$ cat src/rtl/counter_bcd_hex.sv
// counter_bcd_hex: up/down modulo counter with double-dabble BCD and 7-seg drive.
// Optional build macro LEADING_ZERO_BLANK_EN blanks leading zero digits.
module counter_bcd_hex #(
  parameter int N        = 8,
  parameter int MOD      = 200,
  parameter int DIGITS   = 3,
  parameter int PRESCALE = 12_500_000
) (
  input  logic                CLOCK_50,
  input  logic                reset_n,
  input  logic                enable,
  input  logic                up_dn,
  input  logic                load,
  input  logic [N-1:0]        load_val,
  output logic [N-1:0]        count,
  output logic                wrap,
  output logic                busy,
  output logic [7*DIGITS-1:0] hex
);
  localparam int NW = N + 1;
  localparam int PW = $clog2(PRESCALE);
  localparam int BW = 4 * DIGITS;
  localparam int SW = BW + N;
  localparam int IW = $clog2(N + 1);
  localparam logic [N:0] MOD_W = NW'(MOD);
  localparam logic [N:0] MODM1 = NW'(MOD - 1);
  localparam longint P10 = longint'(10) ** DIGITS;
  localparam logic [7*DIGITS-1:0] HEX_ZERO = {DIGITS{7'b1000000}};
`ifdef LEADING_ZERO_BLANK_EN
  localparam logic [7*DIGITS-1:0] HEX_RST =
    ({(7*DIGITS){1'b1}} << 7) | (7*DIGITS)'(7'b1000000);
`else
  localparam logic [7*DIGITS-1:0] HEX_RST = HEX_ZERO;
`endif

  if (MOD < 2 || longint'(MOD) > (longint'(1) << N) ||
      longint'(MOD - 1) > P10 - 1 || PRESCALE < N + 3) begin : g_bad_cfg
    $error("counter_bcd_hex: illegal parameter set");
  end

  typedef enum logic [1:0] {S_IDLE, S_SHIFT, S_DONE} state_t;

  logic [PW-1:0]       pcnt_q;
  logic                tick;
  logic [N-1:0]        cnt_q, cnt_d;
  logic                wrap_q, wrap_d;
  logic                req_q, req_d;
  logic [N:0]          cw, nxt;
  state_t              state_q;
  logic                pending_q;
  logic [IW-1:0]       i_q;
  logic [SW-1:0]       sh_q;
  logic [7*DIGITS-1:0] hex_q, hex_d;
  logic [3:0]          dig;
`ifdef LEADING_ZERO_BLANK_EN
  logic                nz;
`endif

  function automatic logic [6:0] seg(input logic [3:0] d);
    case (d)
      4'd0:    seg = 7'b1000000;
      4'd1:    seg = 7'b1111001;
      4'd2:    seg = 7'b0100100;
      4'd3:    seg = 7'b0110000;
      4'd4:    seg = 7'b0011001;
      4'd5:    seg = 7'b0010010;
      4'd6:    seg = 7'b0000010;
      4'd7:    seg = 7'b1111000;
      4'd8:    seg = 7'b0000000;
      4'd9:    seg = 7'b0010000;
      default: seg = 7'b1111111;
    endcase
  endfunction

  function automatic logic [SW-1:0] dd_step(input logic [SW-1:0] s);
    logic [SW-1:0] t;
    t = s;
    for (int k = 0; k < DIGITS; k++)
      if (t[N+4*k +: 4] >= 4'd5)
        t[N+4*k +: 4] = t[N+4*k +: 4] + 4'd3;
    return {t[SW-2:0], 1'b0};
  endfunction

  assign tick = (pcnt_q == PW'(PRESCALE - 1));

  always_ff @(posedge CLOCK_50) begin
    if (!reset_n)  pcnt_q <= '0;
    else if (tick) pcnt_q <= '0;
    else           pcnt_q <= pcnt_q + PW'(1);
  end

  // N+1-bit arithmetic keeps MOD == 2^N wrapping correct
  always_comb begin
    cw     = {1'b0, cnt_q};
    nxt    = cw;
    cnt_d  = cnt_q;
    wrap_d = 1'b0;
    req_d  = 1'b0;
    if (load) begin
      req_d = 1'b1;
      cnt_d = ({1'b0, load_val} < MOD_W) ? load_val : MODM1[N-1:0];
    end else if (tick && enable) begin
      req_d = 1'b1;
      if (up_dn) begin
        if (cw == MODM1) begin
          cnt_d  = '0;
          wrap_d = 1'b1;
        end else begin
          nxt   = cw + NW'(1);
          cnt_d = nxt[N-1:0];
        end
      end else begin
        if (cw == '0) begin
          cnt_d  = MODM1[N-1:0];
          wrap_d = 1'b1;
        end else begin
          nxt   = cw - NW'(1);
          cnt_d = nxt[N-1:0];
        end
      end
    end
  end

  always_ff @(posedge CLOCK_50) begin
    if (!reset_n) begin
      cnt_q  <= '0;
      wrap_q <= 1'b0;
      req_q  <= 1'b0;
    end else begin
      cnt_q  <= cnt_d;
      wrap_q <= wrap_d;
      req_q  <= req_d;
    end
  end

  always_comb begin
    hex_d = '1;
    dig   = '0;
`ifdef LEADING_ZERO_BLANK_EN
    nz    = 1'b0;
`endif
    for (int k = DIGITS - 1; k >= 0; k--) begin
      dig = sh_q[N+4*k +: 4];
`ifdef LEADING_ZERO_BLANK_EN
      if (dig != 4'd0) nz = 1'b1;
      if (nz || k == 0) hex_d[7*k +: 7] = seg(dig);
`else
      hex_d[7*k +: 7] = seg(dig);
`endif
    end
  end

  // SHIFT spends one extra cycle on i==N before DONE
  always_ff @(posedge CLOCK_50) begin
    if (!reset_n) begin
      state_q   <= S_IDLE;
      pending_q <= 1'b0;
      i_q       <= '0;
      sh_q      <= '0;
      hex_q     <= HEX_RST;
    end else begin
      unique case (state_q)
        S_IDLE: begin
          if (req_q || pending_q) begin
            sh_q      <= {{BW{1'b0}}, cnt_q};
            pending_q <= 1'b0;
            i_q       <= '0;
            state_q   <= S_SHIFT;
          end
        end
        S_SHIFT: begin
          if (req_q) pending_q <= 1'b1;
          if (i_q == IW'(N)) begin
            state_q <= S_DONE;
          end else begin
            sh_q <= dd_step(sh_q);
            i_q  <= i_q + IW'(1);
          end
        end
        S_DONE: begin
          hex_q <= hex_d;
          if (pending_q || req_q) begin
            sh_q      <= {{BW{1'b0}}, cnt_q};
            pending_q <= 1'b0;
            i_q       <= '0;
            state_q   <= S_SHIFT;
          end else begin
            state_q <= S_IDLE;
          end
        end
        default: state_q <= S_IDLE;
      endcase
    end
  end

  assign count = cnt_q;
  assign wrap  = wrap_q;
  assign busy  = (state_q != S_IDLE);
  assign hex   = hex_q;

endmodule

$ cat config.mk
export PLATFORM = sky130hd
export DESIGN_NAME = counter_bcd_hex
export DESIGN_NICKNAME = d
export VERILOG_FILES = /design/src/rtl/counter_bcd_hex.sv
export SDC_FILE = /design/constraint.sdc
export NUM_CORES = 1
export LEC_CHECK = 0
export BUFFER_PORTS_ARGS = -buffer_cell sky130_fd_sc_hd__buf_2
export CAP_MARGIN = 20
export CORE_MARGIN = 2
export CORE_UTILIZATION = 53
export DETAILED_ROUTE_END_ITERATION = 8
export GPL_TIMING_DRIVEN = 1
export PLACE_DENSITY = 0.77
export SLEW_MARGIN = 0
export SYNTH_ARGS = -nofsm -noshare
export SYNTH_HDL_FRONTEND = slang
export SYNTH_SLANG_ARGS = --single-unit
$ cat constraint.sdc
create_clock -name CLOCK_50 -period 1.75 [get_ports CLOCK_50]
set_input_delay 0.525 -clock CLOCK_50 [delete_from_list [all_inputs] [get_ports CLOCK_50]]
set_output_delay 0.525 -clock CLOCK_50 [all_outputs]
set_load 0.05 [all_outputs]
==> flow_metrics.py, run 1 <==
metrics = {
    "synthesis": {
        "netlist_instances": 547,
        "syn_avg_cell_area_um2": 8.11,
        "yosysTopAreaCell": "dfxtp_1",
        "ys_top_cells_by_area": "dfxtp_1 (37%), ha_1 (6.5%), nor2_1 (6.0%)",
        "synth-seq-cells": 82,
        "synth_area_um2": 4430,
        "synth_nets": 583,
        "synthFlopType": "dfxtp_1",
        "synth_edf_count": 0,
        "seq_area_frac_synth_pct": 37.0,
        "ys_types": 57,
        "synth_warnings": 0,
        "ys_async_sr_fraction_pct": 0,
        "netlist.area_leader.share_pct": 37.0,
    },
    "sta": {
        "rsz0062_at_grt": "yes",
        "period_share_pct": 108,
        "final-setup-viol-count": 8,
        "setup_ws_ps": -147,
        "relSlewSlack_pct": 59.1,
        "maxSlewViolCount": 0,
        "finalHoldViolations": 0,
        "worst_pin_slew_ps": 608,
        "min_period_ps": 1900,
        "fmax_mhz": 527,
        "clock_skew_ps": 9.18,
    },
    "cts": {
        "cts_root_buf": "clkbuf_8",
        "clk_pin_slew_worst_paths_ps": 80,
        "cts-htree-levels": 3,
        "clock_path_buffers": 2,
        "cts_inserted_buffers": 9,
        "clk_latency_ps": 350,
        "cts.sinks": 82,
        "cts_tree": "done",
    },
    "final_layout": {
        "instances_no_fill": 741,
        "nets": 667,
        "diodes": 0,
        "drive_above_1_share_pct": 25.3,
        "syn2layout_area_growth_pct": 23.5,
    },
    "route": {
        "first_pass_iters": 5,
        "drc": 0,
        "drt-initial-drc-count": 152,
        "vias": 4240,
        "ant_nets": 0,
        "wl_um": 10700,
        "avgViaCountPerCell": 5.72,
        "wl_per_cell_um": 14.4,
    },
    "worst_setup_path": {
        "reg2reg_slack_ps": -150,
        "timing_worst_setup_path_type": "register to register",
        "crit_fanout": 7,
        "endpoint": "count[2]",
        "rr_startpoint": "count[0]",
        "end_kind": "register",
        "crit_start": "count[0]",
        "r2r_cells": 8,
        "cp_data_required_time_ps": 1960,
        "critPathLaunchType": "register",
        "crit_arrival_ps": 2110,
        "rr_endpoint": "count[2]",
    },
    "run": {
        "maxCapViolCount": 0,
    },
    "grt": {
        "grt_max_degree": 32,
        "antenna_found_initial": 0,
        "grt_pass1_vias": 3844,
        "grt_overflow": 0,
        "grt_pass1_wl_um": 17500,
        "grtUsageTotal_pct": 23.9,
    },
    "floorplan": {
        "fp.dieW_um": 95.5,
        "num_rows": 33,
        "start_util_pct": 54.2,
        "fp.dieH_um": 95.5,
        "ios": 44,
        "die_area_um2": 9110,
        "fp.coreArea_um2": 8180,
    },
    "hold_path": {
        "hold_path.class": "input pin to register",
    },
    "power": {
        "p_leak_nw": 2.12,
        "clkPwrFrac_pct": 33.7,
        "p_total_mw": 3.75,
        "p_int_mw": 2.66,
        "pwr-share-seq_pct": 52.5,
        "switchingPower_mw": 1.09,
        "combPwrFrac_pct": 13.8,
        "peakVddDrop_mv": 0.468,
        "p_sw_share_pct": 29.2,
        "power_density_nw_per_um2": 685,
    },
    "place": {
        "dp.cells": 718,
        "place_congestion": 0.868,
        "hpwl_um": 7500,
        "portBuffers": 43,
    },
    "status": {
        "status": "finished, violations left",
        "violations": "negative setup slack",
    },
}
## per-layer routing
metal | vias up | GRT usage (%) | routed length [um]
li1 | 2097 | - | -
met1 | 2003 | 31.2 | 4780
met2 | 126 | 40.6 | 5150
met3 | 14 | 4.66 | 584
met4 | 0 | 5.95 | 155
met5 | - | 0 | 0
## final cells by class
class,count,area [um^2]
clock inverters,6,47.5
multi-input cells,401,2660
flip-flops and latches,82,1660
fillers,693,2700
clock buffers,10,128
inverters,31,116
well taps,105,131
repair buffers,106,732
## critical path: stages (launching register included)
cell and delay [ps]:
dfxtp_4 400, inv_1 70, ha_1 250, nor3b_2 180, buf_4 150, nand2_1 70, a221oi_1 80, a311oi_1 430
o32ai_2 140
## synth_stat cells (3+ instances only)
master / n
a211oi_1: 6
inv_1: 30
nor3_1: 20
o211ai_1: 8
o21ai_1: 3
nor2_1: 71
clkbuf_1: 27
buf_2: 4
o2bb2ai_1: 5
a21oi_1: 41
ha_1: 23
o21ai_0: 24
mux2i_1: 9
nand4_1: 9
and4_1: 4
o221ai_1: 4
nor2b_1: 5
xnor2_1: 25
o32ai_1: 6
or2_2: 3
nand2b_1: 12
nand3_1: 17
nor4_1: 5
and3_1: 5
o211a_1: 4
dfxtp_1: 82
o31ai_1: 3
a21o_1: 3
a31oi_1: 5
nand2_1: 42
xor2_1: 5
a32o_1: 3
## kinds of logic (layout without fill, tap and decap cells)
group	after synthesis	in the layout	share of synthesized area, %
AOI/OAI and AO/OA	129	129	19.0
xor gates and xnor gates	30	30	5.93
adders and majority gates	23	23	6.49
buffers and inverters	64	153	5.62
DFF	82	82	37.0
muxes	9	9	2.03
and+or+nand+nor	210	210	23.9
## worst min path at each step
| stage | from | to | slack (ps) | cells past startpoint |
|---|---|---|---|---|
| finish | load_val[7] | count[7] | 440 | 2 |
| global route | load_val[5] | count[5] | 470 | 3 |
| CTS | load_val[7] | count[7] | 440 | 2 |
| detailed placement | hex[14] | hex[14] | 440 | 2 |
| global placement | hex[17] | hex[17] | 440 | 2 |
| floorplan | pcnt_q[0] | pcnt_q[0] | 430 | 1 |
## power by group through the flow
stage / registers, mW / clock network, mW / logic (mW)
after global routing: 1.98 / 1.36 / 0.565
final: 1.97 / 1.26 / 0.518
after CTS: 1.97 / 1.29 / 0.494
after detailed placement: 2.01 / 0 / 0.488
after global placement: 2.01 / 0 / 0.477
after floorplan: 2.03 / 0 / 0.289
## registers in the layout, indices dropped and copies added (netlist names), 2 cells and up
| register | cells |
|---|---|
| pcnt_q | 24 |
| hex | 21 |
| sh_q | 20 |
| count | 8 |
| i_q | 4 |
| state_q | 2 |
## what timing repair did
| action | 4_1_cts | 5_1_grt |
|---|---|---|
| cloned | 0 | 0 |
| setup endpoints to repair | 16 | 49 |
| buffers inserted | 4 | 3 |
| pin swaps | 4 | 3 |
| hold buffers | 0 | 0 |
| gates resized for setup | 6 | 15 |
## layout by cell type (no fill, tap or decap), types with 3 or more instances in the layout
| cell | synthesis | layout |
|---|---|---|
| nor2_1 | 71 | 71 |
| dfxtp_1 | 82 | 71 |
| buf_4 | 1 | 60 |
| a21oi_1 | 41 | 41 |
| nand2_1 | 42 | 40 |
| buf_2 | 4 | 40 |
| inv_1 | 30 | 30 |
| xnor2_1 | 25 | 25 |
| o21ai_0 | 24 | 23 |
| ha_1 | 23 | 22 |
| nor3_1 | 20 | 19 |
| nand3_1 | 17 | 17 |
| nand2b_1 | 12 | 12 |
| nand4_1 | 9 | 9 |
| mux2i_1 | 9 | 9 |
| clkbuf_8 | 0 | 9 |
| o211ai_1 | 8 | 8 |
| dfxtp_2 | 0 | 8 |
| a211oi_1 | 6 | 6 |
| and3_1 | 5 | 5 |
| xor2_1 | 5 | 5 |
| nor2b_1 | 5 | 5 |
| a31oi_1 | 5 | 5 |
| o2bb2ai_1 | 5 | 5 |
| o32ai_1 | 6 | 5 |
| and4_1 | 4 | 4 |
| o211a_1 | 4 | 4 |
| or2_2 | 3 | 3 |
| or4_4 | 1 | 3 |
| nor4_4 | 1 | 3 |
| a21o_1 | 3 | 3 |
| o21ai_1 | 3 | 3 |
| a32o_1 | 3 | 3 |
| nor4_2 | 2 | 3 |
| nor3_2 | 2 | 3 |
| dfxtp_4 | 0 | 3 |
| buf_6 | 0 | 3 |
## stage by stage
stage	worst slack, ps	hold WS [ps]	setup TNS [ps]	utilization (%)	area, um^2
global placement	-63.2	439	-254	63.1	5160
floorplan	-52.1	428	-52.1	-	4520
CTS	-86.3	442	-370	65.9	5390
finish	-147	443	-890	67.0	5480
global route	-196	467	-2240	67.0	5480
detailed placement	-88.3	445	-558	63.1	5160
Note: power is estimated with default switching activity, not from simulation.
==> run 2, diff against run 1 <==
- ABC_AREA: unset -> 1
- CORE_UTILIZATION: 53 -> 64
- PLACE_DENSITY: 0.77 -> 0.86
- clock period: 1.75 -> 2.3 ns (I/O delays scaled with it)
==> run 2 against run 1 <==
Compared with the run above: the flow now finishes without violations; non-clock buffer count shrank 56; worst setup slack improved by 360 ps; sequential share of layout area rose by 2.1 points; utilization is 7.1 points higher; area after synthesis up 2.8%; clock skew up 0.96 ps; final cell count up 8.8%; critical path depth down 5; sequential power shrank 25%; sequential cell count unchanged; wire length decreased by 3.8%; cell area is 7.6% lower; critical endpoint is now busy.
==> flow_metrics.py, run 2 <==
metrics = {
    "route": {
        "drt-initial-drc-count": 230,
        "ant_nets": 0,
        "vias": 4434,
        "avgViaCountPerCell": 5.50,
        "first_pass_iters": 5,
        "wl_um": 10300,
        "drc": 0,
        "wl_per_cell_um": 12.7,
    },
    "synthesis": {
        "seq_area_frac_synth_pct": 36.0,
        "yosysTopAreaCell": "dfxtp_1",
        "syn_avg_cell_area_um2": 6.87,
        "synth_area_um2": 4560,
        "netlist.area_leader.share_pct": 36.0,
        "synthFlopType": "dfxtp_1",
        "synth_edf_count": 0,
        "ys_top_cells_by_area": "dfxtp_1 (36%), nand2_1 (12%), o21ai_0 (6.9%)",
        "synth_nets": 700,
        "synth-seq-cells": 82,
        "ys_async_sr_fraction_pct": 0,
        "yosysMostFrequentCell": "nand2_1",
        "synth_warnings": 0,
        "synth_common_cells": "nand2_1 (141), dfxtp_1 (82), inv_1 (72)",
        "netlist_instances": 664,
        "ys_types": 45,
    },
    "worst_setup_path": {
        "critPathMaxStageDelay_ps": 480,
        "crit_path_top_delay_cell": "dfxtp_1",
        "r2r_cells": 10,
        "crit_arrival_ps": 1400,
        "cp_data_required_time_ps": 1610,
        "critPathLaunchType": "register",
        "rr_startpoint": "pcnt_q[0]",
        "rr_endpoint": "pcnt_q[9]",
        "end_kind": "output pin",
        "crit_fanout": 7,
        "crit_path_cell_trace": "inv_1, nand2_1, buf_2",
        "path_delay_family": "flip-flops",
        "timing_worst_setup_path_type": "register to output pin",
        "reg2reg_slack_ps": 390,
        "timing.critical_path.buf_inv": 2,
    },
    "cts": {
        "cts_tree": "done",
        "cts_resized": 0,
        "cts.sinks": 82,
        "ctsHoldBuffers": 0,
        "clock_path_buffers": 2,
        "postCtsSetupBuffers": 0,
        "cts_root_buf": "clkbuf_8",
        "clk_latency_ps": 350,
        "cts_inserted_buffers": 9,
        "cts-htree-levels": 3,
        "clk_pin_slew_worst_paths_ps": 80,
    },
    "sta": {
        "relSlewSlack_pct": 74.6,
        "maxSlewViolCount": 0,
        "period_share_pct": 90.7,
        "fmax_mhz": 479,
        "finalHoldViolations": 0,
        "final-setup-viol-count": 0,
        "worst_pin_slew_ps": 378,
        "rsz0062_at_grt": "no",
        "clock_skew_ps": 10.1,
        "setup_tns_ps": 0,
        "min_period_ps": 2090,
    },
    "place": {
        "portBuffers": 43,
        "hpwl_um": 7580,
        "place_congestion": 0.957,
    },
    "final_layout": {
        "largest_register_ffs": 24,
        "regMostFlops": "pcnt_q",
        "nets": 743,
        "drive_above_1_share_pct": 13.9,
        "fillers": 566,
        "mostFrequentLayoutCells": "nand2_1 (141), dfxtp_1 (82), inv_1 (72)",
        "fin_util_pct": 74.1,
        "diodes": 0,
        "syn2layout_area_growth_pct": 11.0,
        "final_common_cell": "nand2_1",
    },
    "floorplan": {
        "fp.dieH_um": 88.4,
        "fp.dieW_um": 88.4,
        "start_util_pct": 66.7,
        "die_area_um2": 7820,
        "fp.coreArea_um2": 6830,
        "num_rows": 30,
        "ios": 44,
    },
    "grt": {
        "use_met1_pct": 35.7,
        "busiest_layer": "met2",
        "antenna_found_initial": 0,
        "grt_max_degree": 25,
        "met3_usage_pct": 4.48,
        "grt_pass1_vias": 4027,
        "grtUsageMet2_pct": 46.1,
        "grtUsageTotal_pct": 27.6,
        "grt_overflow": 0,
        "grt_pass1_wl_um": 17400,
    },
    "hold_path": {
        "hold_path.class": "register to register",
        "whs_endpoint": "sh_q[0]",
        "hp-start": "sh_q[0]",
        "min_delay_path_depth": 2,
    },
    "power": {
        "switchingPower_mw": 0.761,
        "p_int_mw": 2.17,
        "clkPwrFrac_pct": 38.8,
        "p_sw_share_pct": 26.0,
        "power_density_nw_per_um2": 579,
        "combPwrFrac_pct": 10.7,
        "peakVddDrop_mv": 0.354,
        "pwr-share-seq_pct": 50.6,
        "p_leak_nw": 2.18,
    },
    "status": {
        "status": "completed",
    },
    "run": {
        "maxCapViolCount": 0,
    },
}
## run 2: kinds of logic (layout without fill, tap and decap cells)
family / Yosys count / count (layout) / synth area share [%]
AO/OA/AOI/OAI: 140 / 140 / 16.8
flip-flops: 82 / 82 / 36.0
AND/OR/NAND/NOR: 316 / 316 / 31.2
buffers and inverters: 98 / 144 / 8.64
adder cells (fa/ha/maj): 23 / 23 / 6.31
XOR/XNOR: 5 / 5 / 0.960
## run 2: layout make-up
class                           instances  area [um^2]  share of cell area (%)
Inverter                               80          302                    5.96
Sequential cell                        82         1640                    32.4
Multi-Input combinational cell        484         2520                    49.9
Timing Repair Buffer                   50          268                    5.29
Tap cell                               96          120                    2.37
Clock buffer                           11          141                    2.79
Clock inverter                          3         65.1                    1.29
## run 2: layer usage
layer	up-vias	part of all wire, %
li1	2277	-
met1	1989	45
met2	152	47
met3	16	6.2
met4	0	1.6
met5	-	0
## run 2: worst max path at each step
| stage | startpoint | end | slack, ps | cells after the start |
|---|---|---|---|---|
| 2_1_floorplan | count[0] | count[4] | 620 | 8 |
| 3_3_place_gp | pcnt_q[0] | pcnt_q[9] | 520 | 10 |
| 3_5_place_dp | pcnt_q[0] | pcnt_q[9] | 430 | 10 |
| 4_1_cts | state_q[0] | busy | 220 | 3 |
| 5_1_grt | state_q[0] | busy | 130 | 3 |
| 6_report | state_q[0] | busy | 210 | 3 |
## run 2: worst reg2reg max path, delay by kind of cell (launching register included)
| kind | cells | cell delay [ps] |
|---|---|---|
| compound gates | 1 | 90 |
| simple gates | 6 | 720 |
| buf+inv | 2 | 330 |
| fa+ha+maj | 1 | 240 |
| flops | 1 | 420 |
## run 2: power by group through the flow
stage               clock, mW  sequential (mW)  combinational [mW]
finish                   1.14             1.48               0.313
global route             1.20             1.49               0.350
CTS                      1.14             1.48               0.311
detailed placement          0             1.52               0.309
global placement            0             1.51               0.303
floorplan                   0             1.54               0.207
## run 2: per-stage QoR
step                hold slack, ps  cells  power [mW]  cell area, um^2  setup slack, ps
global placement               456    792        1.82             4850              515
detailed placement             460    792        1.82             4850              426
global route                   488    806        3.04             5060              134
finish                         471    806        2.93             5060              214
floorplan                      441    664        1.75             4560              622
CTS                            470    806        2.93             5060              222
